==> src/rtl/types_pkg.sv <==
// Shared types for the memory-access stage: memory-control codes, FSM states
// and the width of the access timeout counter.
package types_pkg;

  typedef enum logic [1:0] {
    MEMC_NONE  = 2'd0,
    MEMC_LOAD  = 2'd1,
    MEMC_STORE = 2'd2,
    MEMC_RSVD  = 2'd3
  } memc_t;

  typedef enum logic [1:0] {
    IDLE = 2'd0,
    BUSY = 2'd1,
    DONE = 2'd2
  } mem_state_e;

  localparam int TIMEOUT_W = 8;

  // RSVD deliberately falls out as a non-memory instruction.
  function automatic logic is_mem_op(input logic [1:0] code);
    return (code == MEMC_LOAD) || (code == MEMC_STORE);
  endfunction

endpackage

==> src/rtl/stage_three_memif.sv <==
// Data-memory interface: access FSM, timeout counter, registered request
// signals and the hold register for load data acked while the system is halted.
module stage_three_memif
  import types_pkg::*;
#(
  parameter int ADDR_W  = 16,
  parameter int DATA_W  = 16,
  parameter int TIMEOUT = 255
) (
  input  logic              clk,
  input  logic              rst,
  input  logic              halt_sys,
  input  logic [1:0]        memc,
  input  logic [ADDR_W-1:0] addr,
  input  logic [DATA_W-1:0] wdata,
  input  logic [DATA_W-1:0] mem_rdata,
  input  logic              mem_ack,
  output logic              mem_req,
  output logic              mem_we,
  output logic [ADDR_W-1:0] mem_addr,
  output logic [DATA_W-1:0] mem_wdata,
  output logic              stall,
  output logic              fin_ok,
  output logic              fin_err,
  output logic [DATA_W-1:0] ld_data,
  output logic [1:0]        state_dbg
);

  localparam logic [TIMEOUT_W-1:0] CNT_LAST = TIMEOUT_W'(TIMEOUT - 1);

  mem_state_e          state_q, state_d;
  logic                req_q, req_d;
  logic                we_q, we_d;
  logic [ADDR_W-1:0]   addr_q, addr_d;
  logic [DATA_W-1:0]   wdata_q, wdata_d;
  logic [TIMEOUT_W-1:0] cnt_q, cnt_d;
  logic [DATA_W-1:0]   hold_q, hold_d;
  logic                start;
  logic                timeout;

  assign start   = (state_q == IDLE) && !halt_sys && is_mem_op(memc);
  // The counter reads k-1 in the k-th BUSY cycle, so this fires in BUSY cycle TIMEOUT.
  assign timeout = (state_q == BUSY) && !mem_ack && !halt_sys && (cnt_q == CNT_LAST);

  always_ff @(posedge clk or posedge rst) begin
    if (rst) begin
      state_q <= IDLE;
      req_q   <= 1'b0;
      we_q    <= 1'b0;
      addr_q  <= '0;
      wdata_q <= '0;
      cnt_q   <= '0;
      hold_q  <= '0;
    end else begin
      state_q <= state_d;
      req_q   <= req_d;
      we_q    <= we_d;
      addr_q  <= addr_d;
      wdata_q <= wdata_d;
      cnt_q   <= cnt_d;
      hold_q  <= hold_d;
    end
  end

  always_comb begin
    state_d = state_q;
    case (state_q)
      IDLE:    if (start) state_d = BUSY;
      BUSY: begin
        if (mem_ack)      state_d = halt_sys ? DONE : IDLE;
        else if (timeout) state_d = IDLE;
      end
      DONE:    if (!halt_sys) state_d = IDLE;
      default: state_d = IDLE;
    endcase
  end

  always_comb begin
    req_d   = req_q;
    we_d    = we_q;
    addr_d  = addr_q;
    wdata_d = wdata_q;
    cnt_d   = cnt_q;
    hold_d  = hold_q;
    case (state_q)
      IDLE: begin
        if (start) begin
          req_d   = 1'b1;
          we_d    = (memc == MEMC_STORE);
          addr_d  = addr;
          wdata_d = wdata;
          cnt_d   = '0;
        end
      end
      BUSY: begin
        if (mem_ack) begin
          req_d = 1'b0;
          if (halt_sys) hold_d = mem_rdata;
        end else if (timeout) begin
          req_d = 1'b0;
        end else if (cnt_q != CNT_LAST) begin
          cnt_d = cnt_q + 1'b1;
        end
      end
      default: ;
    endcase
  end

  always_comb begin
    stall   = 1'b0;
    fin_ok  = 1'b0;
    fin_err = 1'b0;
    ld_data = mem_rdata;
    case (state_q)
      IDLE: stall = start;
      BUSY: begin
        fin_ok  = mem_ack && !halt_sys;
        fin_err = timeout;
        stall   = !fin_ok && !timeout;
      end
      DONE: begin
        stall   = halt_sys;
        fin_ok  = !halt_sys;
        ld_data = hold_q;
      end
      default: ;
    endcase
  end

  assign mem_req   = req_q;
  assign mem_we    = we_q;
  assign mem_addr  = addr_q;
  assign mem_wdata = wdata_q;
  assign state_dbg = state_q;

endmodule

==> src/rtl/stage_three.sv <==
// Memory-access pipeline stage: runs loads/stores through the memory interface
// and registers the selected result into the writeback pipeline flop.
module stage_three
  import types_pkg::*;
#(
  parameter int ADDR_W  = 16,
  parameter int DATA_W  = 16,
  parameter int TIMEOUT = 255
) (
  input  logic              clk,
  input  logic              rst,
  input  logic              halt_sys,
  input  logic [1:0]        in_memc,
  input  logic [31:0]       in_alu,
  input  logic [15:0]       in_R1_data,
  input  logic              in_R0_en,
  input  logic [15:0]       in_instr,
  output logic              stall_out,
  output logic              mem_req,
  output logic              mem_we,
  output logic [ADDR_W-1:0] mem_addr,
  output logic [DATA_W-1:0] mem_wdata,
  input  logic [DATA_W-1:0] mem_rdata,
  input  logic              mem_ack,
  output logic [31:0]       out_result,
  output logic              out_R0_en,
  output logic [15:0]       out_instr,
  output logic              out_valid,
  output logic              out_bus_err
);

  logic              stall;
  logic              fin_ok;
  logic              fin_err;
  logic [DATA_W-1:0] ld_data;
  logic [1:0]        state_dbg;

  logic [31:0] result_q, result_d;
  logic        r0_en_q, r0_en_d;
  logic [15:0] instr_q, instr_d;
  logic        valid_q, valid_d;
  logic        bus_err_q, bus_err_d;

  stage_three_memif #(
    .ADDR_W (ADDR_W),
    .DATA_W (DATA_W),
    .TIMEOUT(TIMEOUT)
  ) u_memif (
    .clk      (clk),
    .rst      (rst),
    .halt_sys (halt_sys),
    .memc     (in_memc),
    .addr     (in_alu[ADDR_W-1:0]),
    .wdata    (in_R1_data[DATA_W-1:0]),
    .mem_rdata(mem_rdata),
    .mem_ack  (mem_ack),
    .mem_req  (mem_req),
    .mem_we   (mem_we),
    .mem_addr (mem_addr),
    .mem_wdata(mem_wdata),
    .stall    (stall),
    .fin_ok   (fin_ok),
    .fin_err  (fin_err),
    .ld_data  (ld_data),
    .state_dbg(state_dbg)
  );

  // Gated by rst so the stall releases together with the async reset.
  assign stall_out = stall && !rst;

  always_ff @(posedge clk or posedge rst) begin
    if (rst) begin
      result_q  <= '0;
      r0_en_q   <= 1'b0;
      instr_q   <= '0;
      valid_q   <= 1'b0;
      bus_err_q <= 1'b0;
    end else begin
      result_q  <= result_d;
      r0_en_q   <= r0_en_d;
      instr_q   <= instr_d;
      valid_q   <= valid_d;
      bus_err_q <= bus_err_d;
    end
  end

  always_comb begin
    result_d  = result_q;
    r0_en_d   = r0_en_q;
    instr_d   = instr_q;
    valid_d   = valid_q;
    bus_err_d = bus_err_q;
    if (!halt_sys) begin
      if (fin_ok) begin
        result_d  = (in_memc == MEMC_LOAD) ? {{(32-DATA_W){1'b0}}, ld_data} : in_alu;
        r0_en_d   = in_R0_en;
        instr_d   = in_instr;
        valid_d   = 1'b1;
        bus_err_d = 1'b0;
      end else if (fin_err) begin
        result_d  = '0;
        r0_en_d   = 1'b0;
        instr_d   = in_instr;
        valid_d   = 1'b1;
        bus_err_d = 1'b1;
      end else if ((state_dbg == IDLE) && !is_mem_op(in_memc)) begin
        result_d  = in_alu;
        r0_en_d   = in_R0_en;
        instr_d   = in_instr;
        valid_d   = 1'b1;
        bus_err_d = 1'b0;
      end else begin
        result_d  = '0;
        r0_en_d   = 1'b0;
        instr_d   = '0;
        valid_d   = 1'b0;
        bus_err_d = 1'b0;
      end
    end
  end

  assign out_result  = result_q;
  assign out_R0_en   = r0_en_q;
  assign out_instr   = instr_q;
  assign out_valid   = valid_q;
  assign out_bus_err = bus_err_q;

endmodule

==> config.mk <==
export PLATFORM = sky130hd
export DESIGN_NAME = stage_three
export DESIGN_NICKNAME = d
export VERILOG_FILES = /design/src/rtl/types_pkg.sv /design/src/rtl/stage_three_memif.sv /design/src/rtl/stage_three.sv
export SDC_FILE = /design/constraint.sdc
export NUM_CORES = 1
export LEC_CHECK = 0
export ABC_AREA = 1
export BUFFER_PORTS_ARGS = -buffer_cell sky130_fd_sc_hd__buf_4
export CORE_MARGIN = 1.5
export CORE_UTILIZATION = 52
export CTS_CLUSTER_SIZE = 10
export DETAILED_ROUTE_END_ITERATION = 10
export HOLD_SLACK_MARGIN = 0.02
export MAX_ROUTING_LAYER = met4
export PLACE_DENSITY = 0.83
export SYNTH_ARGS = -nofsm -noshare
export SYNTH_HDL_FRONTEND = slang
export SYNTH_SLANG_ARGS = --single-unit
==> constraint.sdc <==
create_clock -name clk -period 3.2 [get_ports clk]
set_input_delay 0 -clock clk [delete_from_list [all_inputs] [get_ports clk]]
set_output_delay 0 -clock clk [all_outputs]
set_load 0.02 [all_outputs]
**After elaboration in Yosys (flattened, before gate mapping)**

Cells that the tools add are included.
W data, S select, Z words.

- Register bits: 111
- Latch bits: 0
- Memory bits (writable): 0
- Bits in read-only memories: 0
- Bits of input ports: 87
- Output and inout port bits: 86
- Logic and storage cells: 82
- Memories: 0

- Add/subtract/negate cells: 1
- Multiply operators: 0
- Divide/modulo/power cells: 0
- $lt $le $gt $ge: 0
- Equal/unequal tests: 12
- Shift-type cells: 0
- Mux-type cells: 34
- Bitwise operators: 0
- Reductions and logical operators: 23

Operators with widths:

| kind | number |
|---|---|
| $mux W32 | 4 |
| $mux W16 | 4 |
| $mux W8 | 4 |
| $pmux W8 S2 | 1 |
| $mux W1 | 12 |
| $mux W2 | 5 |
| $logic_and A1 B1 Y1 | 9 |
| $reduce_and A3 Y1 | 3 |
| $add A8 B1 Y8 const B | 1 |
| $eq A8 B8 Y1 const B | 1 |
| $ne A2 B2 Y1 const B | 4 |
| $ne A8 B8 Y1 const B | 1 |
| $logic_not A1 Y1 | 6 |
| $pmux W2 S3 | 1 |
| $reduce_and A5 Y1 | 1 |
| $eq A2 B1 Y1 const B | 2 |
| $eq A2 B2 Y1 const B | 2 |
| $pmux W1 S2 | 2 |
| $ne A3 B2 Y1 const B | 1 |
| $pmux W1 S3 | 1 |
| $logic_not A2 Y1 | 1 |
| $ne A2 B1 Y1 const B | 1 |
| $reduce_and A2 Y1 | 1 |
| $reduce_bool A2 Y1 | 1 |
| $logic_or A1 B1 Y1 | 1 |

**Logic depth before layout (Yosys ltp)**

Gate-level depths: netlist (run 1).

- Depth in word-level cells: 8
- Mapped depth: 12
- Gate-level depth less buffers: 10

**By module**

Synthesis (run 1) repeated with hierarchy kept, for this count alone.

- Cell total of the unflattened synthesis: 711
- Area total of the unflattened synthesis: 5346.4 um^2

Modules (own cells, without submodules):

| module | times used | cells an instance | area an instance (um^2) | seq. area each (um^2) |
|---|---|---|---|---|
| stage_three_memif | 1 | 359 | 2845.2 | 1501.4 |
| stage_three | 1 | 352 | 2501.1 | 1276.2 |

**Least setup slack after synthesis (run 1)**

No wires, ideal clock.

- Path type: register to register
- Start: reg u_memif.state_q[0] (netlist: u_memif.state_dbg[0])
- End: reg instr_q[0] (netlist: out_instr[0])
- Library setup time: 0.116 ns
- Arrival time: 1.403 ns
- Slack: 1.681 ns
- Cell stages (with the launch flop): 13
- Period minus slack after synthesis: 1.519 ns
- Path through: dfrtp_1 -> inv_1 -> ha_1 -> buf_2 -> inv_1 -> nand2_2 -> nand2_1 -> nand2_1 -> nand2_1 -> nand2_4 -> buf_6 -> nand2_1 -> nand2_1

- Longest elaborated chain between the ends: 7

Ends and longest elaborated chain:

| element | line | text |
|---|---|---|
| from (decl) | stage_three_memif.sv:31 | `mem_state_e state_q, state_d;` |
| from (signal assigned) | stage_three_memif.sv:55 | `state_q <= state_d;` |
| $eq A2 B1 Y1 | stage_three_memif.sv:43, stage_three_memif.sv:114 |  |
| $logic_and A1 B1 Y1 (3 in series) | stage_three_memif.sv:43 | `assign timeout = (state_q == BUSY) && !mem_ack && !halt_sys && (cnt_q == CNT_LAST);` |
| $mux W1 | stage_three_memif.sv:114 | `case (state_q)` |
| $mux W16 | stage_three.sv:100 | `end else if (fin_err) begin` |
| $mux W16 * | stage_three.sv:94 | `if (fin_ok) begin` |
| to (signal assigned) | stage_three.sv:81 | `instr_q <= instr_d;` |
| to (decl) | stage_three.sv:40 | `logic [15:0] instr_q, instr_d;` |

Every way passes the cells marked *; elsewhere a longest branch is shown, timed or not.
A chain may end at the register's enable or synchronous reset.

**Worst setup path in the final report (run 1)**

- Start: reg u_memif.state_q[1] (netlist: u_memif.state_dbg[1])
- End: out stall_out

- Longest elaborated chain between the ends: 8

Ends and longest elaborated chain:

| element | line | text |
|---|---|---|
| $eq A2 B1 Y1 | stage_three_memif.sv:43, stage_three_memif.sv:114 |  |
| $logic_and A1 B1 Y1 (3 in series) | stage_three_memif.sv:43 |  |
| $logic_not A1 Y1 | stage_three_memif.sv:119 | `stall = !fin_ok && !timeout;` |
| $logic_and A1 B1 Y1 | stage_three_memif.sv:119 |  |
| $pmux W1 S3 * | stage_three_memif.sv:114 |  |
| $logic_and A1 B1 Y1 * | stage_three.sv:69 | `assign stall_out = stall && !rst;` |
| to (decl) | stage_three.sv:18 | `output logic stall_out,` |

Marks and branches as above.

==> metrics.yaml, run 1 <==
post-cts-setup-buffers: 0
synthCells: 793
layout-drive-gt1-share: 0.213
fillCellCount: 790
die_w_um: 109
hp-class: "primary input to flip-flop"
postRouteAntennaNets: 0
worstHoldStart: "in_memc[0]"
async_flop_share: 1.00
final-hold-violation-count: 0
die-area_um2: 11800
crit_type: "flip-flop to primary output"
cp_num_buf_inv: 3
rr_endpoint: "u_memif.state_dbg[1]$_DFFE_PP0P_"
finalCritPeriodShare: 0.850
status: "completed"
r2r-start: "u_memif.state_dbg[1]$_DFFE_PP0P_"
cpPeakStageDelay_ns: 0.68
synth-edff-count: 0
grt_pass1_vias: 5756
syn_nets: 889
fmax_mhz: 368
antenna_found_initial: 1
maxCapViolations: 0
drt_iter0_markers: 487
htreeDepth: 3
timing.hold.ws_ns: 0.0509
crit_chain: "inv_1, ha_1, nand2_1, inv_1, a21oi_1, a21oi_1, buf_4"
switching_share: 0.430
min_to: "u_memif.mem_we$_DFFE_PP0N_"
start_util: 0.535
clkLatencyLatePin_ns: 0.38
row_count: 38
worst-path-max-fanout: 21
multi_input_area_um2: 2500
r2r_slack_ns: 0.71
fin_util: 0.747
drc: 0
power_w: 0.00594
die_h_um: 109
yosysSeqAreaShare: 0.479
whs_path_depth: 5
cts.clk_slew.worst_paths_ns: 0.11
yosys-top-cells-area: "dfrtp_1 48%, nand2_1 25%, nand3_1 4.8%"
numPortBuffers: 172
synth_top_area_frac: 0.479
p_int_w: 0.00339
overflow: 0
slew_headroom: 0.321
crit_arrival_ns: 2.72
register_area_um2: 2780
finalClockSkew_ns: 0.0138
worstPathRequired_ns: 3.20
dr.pass1.iters: 5
p_leak_nw: 4.57
pwr-share-seq: 0.380
finalSetupTns_ns: 0
rsz0062_at_grt: "false"
ys_warn_count: 0
wl_mm: 16.6
cts.path.max_buffers: 2
synth.largest_area_cell: "dfrtp_1"
synth_area_um2: 5790
core_area_um2: 10800
ioPinCount: 173
nets: 1119
fin_crit_ns: 2.72
ys.flop_type: "dfrtp_1"
grt_usage: 0.302
path_delay_family: "buffers and inverters"
switching_power_w: 0.00255
grt_pass1_wl_mm: 26.9
p_clk_frac: 0.148
design_area_um2: 8100
finalSetupViolations: 0
placed_area_um2: 7070
worst_pin_slew_ns: 1.02
ys_ff_latch: 111
vias_per_cell: 5.05
vias: 5898
synth_area_per_cell_um2: 7.31
cts_tree: "built"
grt_max_degree: 68
synthToLayoutAreaGrowth_pct: 39.8
final_max_slew_viol_count: 0
wl_per_cell_um: 14.2
hpwl_mm: 10.3
clock-sinks: 111
ir_drop_mv: 0.490
worst_path_max_delay_cell: "inv_1"
root_buffer: "clkbuf_8"
cp-start-kind: "flip-flop"
cp-end-kind: "primary output"
place_congestion: 0.864
synth_cell_types: 26
reg2reg_depth: 9
comb_power_share: 0.472
numCtsBuffers: 9
p_per_area_nw_per_um2: 733
## cell usage in the layout (no fill, tap or decap), types with 2 or more instances in the layout
master           n
buf_4          179
clkinv_2         2
nand2_1        380
clkbuf_8         9
nand4_1          4
dfrtp_1        111
dlygate4sd3_1   83
nand3_2         11
nand3_1         55
o21ai_1          6
ha_1             9
a21oi_1          2
nand2_2          3
or2_2            2
nand3_4          2
inv_1           68
o21bai_1         2
inv_4            2
inv_6            3
o21ai_0         50
nor2_1          38
## Yosys cell counts, types with 2 or more instances
cell type  count
clkbuf_1      16
nand3_2       11
a21oi_1        2
inv_1         69
nand3_1       55
buf_4          4
buf_2         15
o21ai_0       50
o21bai_1       2
or2_2          2
buf_6          7
nand4_1        4
nand3_4        2
ha_1           9
nand2_1      380
dfrtp_1      111
nand2_2        3
o21ai_1        6
nor2_1        38
## metal layers
metal	wire length, um	part of all wire	vias up	track usage
met5	0	0	-	-
met4	554	0.033	0	0.120
met3	1150	0.069	51	0.0615
met2	8160	0.49	250	0.493
met1	6760	0.41	2713	0.367
li1	-	-	2884	-
## tightest hold or removal path, delay by kind of cell
kind | cells | cell delay (ns)
buffers and inverters | 2 | 0.17
and+or+nand+nor | 2 | 0.10
adders and majority gates | 1 | 0.14
## power by group through the flow
| stage | sequential, W | clock [W] | combinational [W] |
|---|---|---|---|
| after global placement | 0.00225 | 0 | 0.00263 |
| after detailed placement | 0.00225 | 0 | 0.00269 |
| after CTS | 0.00224 | 0.000885 | 0.00278 |
| after global routing | 0.00232 | 0.000945 | 0.00309 |
| after floorplan | 0.00270 | 0 | 0.00122 |
| final | 0.00226 | 0.000879 | 0.00280 |
## sequential cells by signal, indices dropped and copies added (netlist names)
signal	cells
u_memif.state_dbg	2
u_memif.mem_wdata	16
out_instr	16
out_R0_en	1
out_bus_err	1
u_memif.hold_q	16
u_memif.cnt_q	8
u_memif.mem_we	1
out_valid	1
u_memif.mem_addr	16
out_result	32
u_memif.mem_req	1
## cells by family (layout without fill, tap and decap cells)
logic type	Yosys count	in the layout	share of synthesized area
simple gates	498	498	0.358
buf+inv	114	349	0.0892
flops	111	111	0.479
compound gates	61	61	0.0540
fa+ha+maj	9	9	0.0194
other cells	0	1	0
## layout make-up
type	count	area share
Timing Repair Buffer	262	0.268
Sequential cell	111	0.343
Clock buffer	9	0.0153
Tap cell	140	0.0216
Antenna cell	1	0.000309
Inverter	71	0.0335
Clock inverter	7	0.00957
Multi-Input combinational cell	568	0.309
## through the flow
| step | cells | setup slack (ns) |
|---|---|---|
| after detailed placement | 1069 | 0.794 |
| after global routing | 1169 | 0.211 |
| final | 1169 | 0.479 |
| after CTS | 1168 | 0.503 |
| after floorplan | 793 | 0.269 |
| after global placement | 1069 | 0.914 |
## worst max path at each step
stage                                                  end  cells past startpoint                             start  slack [ns]
final                                            stall_out                      7  u_memif.state_dbg[1]$_DFFE_PP0P_        0.48
after global routing                             stall_out                      7  u_memif.state_dbg[1]$_DFFE_PP0P_        0.21
after CTS                                        stall_out                      7  u_memif.state_dbg[1]$_DFFE_PP0P_        0.50
after detailed placement  u_memif.state_dbg[1]$_DFFE_PP0P_                      9  u_memif.state_dbg[1]$_DFFE_PP0P_        0.79
after global placement    u_memif.state_dbg[1]$_DFFE_PP0P_                      9  u_memif.state_dbg[1]$_DFFE_PP0P_        0.91
after floorplan                      out_R0_en$_DFFE_PP0N_                      1                               rst        0.27
## repair_timing
action | 4_1_cts | 5_1_grt
hold endpoints to repair | 149 | 0
hold buffers | 83 | 0
resized for setup | 0 | 0
(Power assumes the default switching activity.)
==> run 2: changes to the inputs <==
Settings changed: ABC_AREA 1 to 0, CORE_UTILIZATION 52 to 50.
==> run 2 against run 1 <==
  * Die area fell by 12%
  * Final area shrank 10%
  * Combinational power fell by 3%
  * Synthesized cell count is 53% lower
  * Flip-flop and latch count did not move
  * Power is 2.1% lower
  * Core utilization increased by 3.3 points
  * Sequential power rose by 2%
==> metrics.yaml, run 2 <==
cp-end-kind: "flip-flop"
synth_compound_area_frac: 0.125
netlist_top_cells_count: "111 x dfrtp_1, 65 x mux2_2, 33 x a22o_1"
hpwl_mm: 8.63
grt_pass1_wl_mm: 21.0
synth_area_um2: 4880
syn_nets: 469
die_h_um: 102
met2_length_mm: 7.49
synth-simple-area-share: 0.0618
grt_pass1_vias: 4350
crit_arrival_ns: 2.70
ys_warn_count: 0
ir_drop_mv: 0.484
place_congestion: 0.803
synth-edff-count: 0
switching_power_w: 0.00225
layout-drive-gt1-share: 0.430
fin_util: 0.780
drc: 0
dr.pass1.iters: 4
synth_area_per_cell_um2: 13.1
cts.clk_slew.worst_paths_ns: 0.11
postRouteAntennaNets: 0
async_flop_share: 1.00
maxCapViolations: 0
post_cts_resized: 0
p_int_w: 0.00357
final-hold-violation-count: 0
synth.mux.area_fraction: 0.187
synth-xor-area-share: 0
rr_endpoint: "out_result[9]$_DFFE_PP0N_"
synthToLayoutAreaGrowth_pct: 49.2
p_per_area_nw_per_um2: 799
crit_type: "flip-flop to flip-flop"
p_clk_frac: 0.135
pwr-share-seq: 0.398
post-cts-setup-buffers: 0
row_count: 35
finalCritPeriodShare: 0.777
cp-start-kind: "flip-flop"
whs_path_depth: 4
ys_ff_latch: 111
finalSetupViolations: 0
crit_end: "out_result[9]$_DFFE_PP0N_"
grt_usage: 0.273
diodes: 0
critPathLaunch: "u_memif.state_dbg[1]$_DFFE_PP0P_"
ys.flop_type: "dfrtp_1"
synth.most_common_cell: "dfrtp_1"
wl_per_cell_um: 17.7
numCtsBuffers: 9
comb_power_share: 0.468
finalSetupTns_ns: 0
fin_crit_ns: 2.49
die_w_um: 102
path_depth: 6
wl_met3_um: 650
clock-sinks: 111
reg2reg_depth: 6
vias: 4072
worst-path-max-fanout: 17
start_util: 0.523
nets: 721
largest_reg_flops: 32
final_max_slew_viol_count: 0
switching_share: 0.387
rsz0062_at_grt: "false"
status: "completed"
synth.largest_area_cell: "dfrtp_1"
yosysSeqAreaShare: 0.569
r2r-start: "u_memif.state_dbg[1]$_DFFE_PP0P_"
worstPathRequired_ns: 3.42
path_delay_family: "simple AND/OR/NAND/NOR gates"
yosys-top-cells-area: "dfrtp_1 57%, mux2_2 15%, a22o_1 5.9%"
root_buffer: "clkbuf_8"
synth_top_family_by_area: "multiplexers"
layout_commonest_cell: "buf_4"
cts.path.max_buffers: 2
grt_max_degree: 73
slew_headroom: 0.409
core_area_um2: 9330
fmax_mhz: 402
die-area_um2: 10400
synth_cell_types: 42
synth_top_area_frac: 0.569
crit_chain: "inv_1, ha_1, nor2b_1, a311o_1, and2_1, o21ai_0"
hp-class: "primary input to flip-flop"
overflow: 0
finalClockSkew_ns: 0.0122
ioPinCount: 173
cp_num_buf_inv: 1
cts_tree: "built"
synthAdderAreaFrac: 0.0231
wl_mm: 13.5
worst_path_max_delay_cell: "and2_1"
p_leak_nw: 3.44
drt_iter0_markers: 176
timing.hold.ws_ns: 0.0882
vias_per_cell: 5.36
topRoutingLayerUsed: "met4"
synthCells: 373
r2r_slack_ns: 0.71
clkLatencyLatePin_ns: 0.36
drt-met1-wl_mm: 4.99
htreeDepth: 3
cpPeakStageDelay_ns: 0.57
placed_area_um2: 6270
worst_pin_slew_ns: 0.884
antenna_found_initial: 0
design_area_um2: 7280
final_cell_mix: "179 x buf_4, 111 x dfrtp_1, 83 x dlygate4sd3_1"
numPortBuffers: 172
==> run 2: per-stage QoR <==
| step | total power, W | setup slack [ns] | cells |
|---|---|---|---|
| after global routing | 0.00610 | 0.538 | 759 |
| after detailed placement | 0.00494 | 0.763 | 660 |
| after global placement | 0.00482 | 0.904 | 660 |
| after CTS | 0.00580 | 0.757 | 759 |
| after floorplan | 0.00387 | 0.269 | 373 |
| final | 0.00582 | 0.712 | 759 |
==> run 2: logic make-up after synthesis <==
logic type | Yosys count
compound gates | 79
fa+ha+maj | 9
buf+inv | 32
flops | 111
mux | 83
simple gates | 59
==> run 2: power by group through the flow <==
stage	clock network [W]	logic (W)	registers, W
after global placement	0	0.00254	0.00228
after global routing	0.000853	0.00288	0.00237
after CTS	0.000801	0.00270	0.00230
after floorplan	0	0.00106	0.00281
final	0.000785	0.00272	0.00231
after detailed placement	0	0.00262	0.00232
==> run 2: how the worst min path moves through the flow <==
stage | from | end | slack (ns)
2_1_floorplan | rst | stall_out | 0.08
3_3_place_gp | in_instr[14] | out_instr[14]$_DFFE_PP0N_ | 0.21
5_1_grt | in_memc[0] | u_memif.mem_we$_DFFE_PP0N_ | 0.09
4_1_cts | in_memc[0] | u_memif.mem_we$_DFFE_PP0N_ | 0.07
6_report | in_memc[0] | u_memif.mem_we$_DFFE_PP0N_ | 0.09
3_5_place_dp | in_instr[7] | out_instr[7]$_DFFE_PP0N_ | 0.22
==> run 2: repair_timing <==
item,CTS,global route
hold buffers,83,0
endpoints found under the setup margin,0,0
hold endpoints to repair,168,0
==> run 2: metal layers <==
layer,vias to the layer above,track usage
li1,1867,-
met1,2025,0.298
met2,154,0.489
met3,26,0.0566
met4,0,0.0962
met5,-,-
==> run 2: cell type report <==
cell class                      count  area (um2)
Clock buffer                        9         124
Clock inverter                      7        57.6
Fill cell                         561        2050
Multi-Input combinational cell    230        1940
Inverter                           11        43.8
Timing Repair Buffer              262        2170
Sequential cell                   111        2780
Tap cell                          129         161
==> run 2: worst min-delay path, stage by stage <==
cell and delay [ns]:
buf_4 0.11, inv_1 0.05, ha_1 0.13, mux2_2 0.13
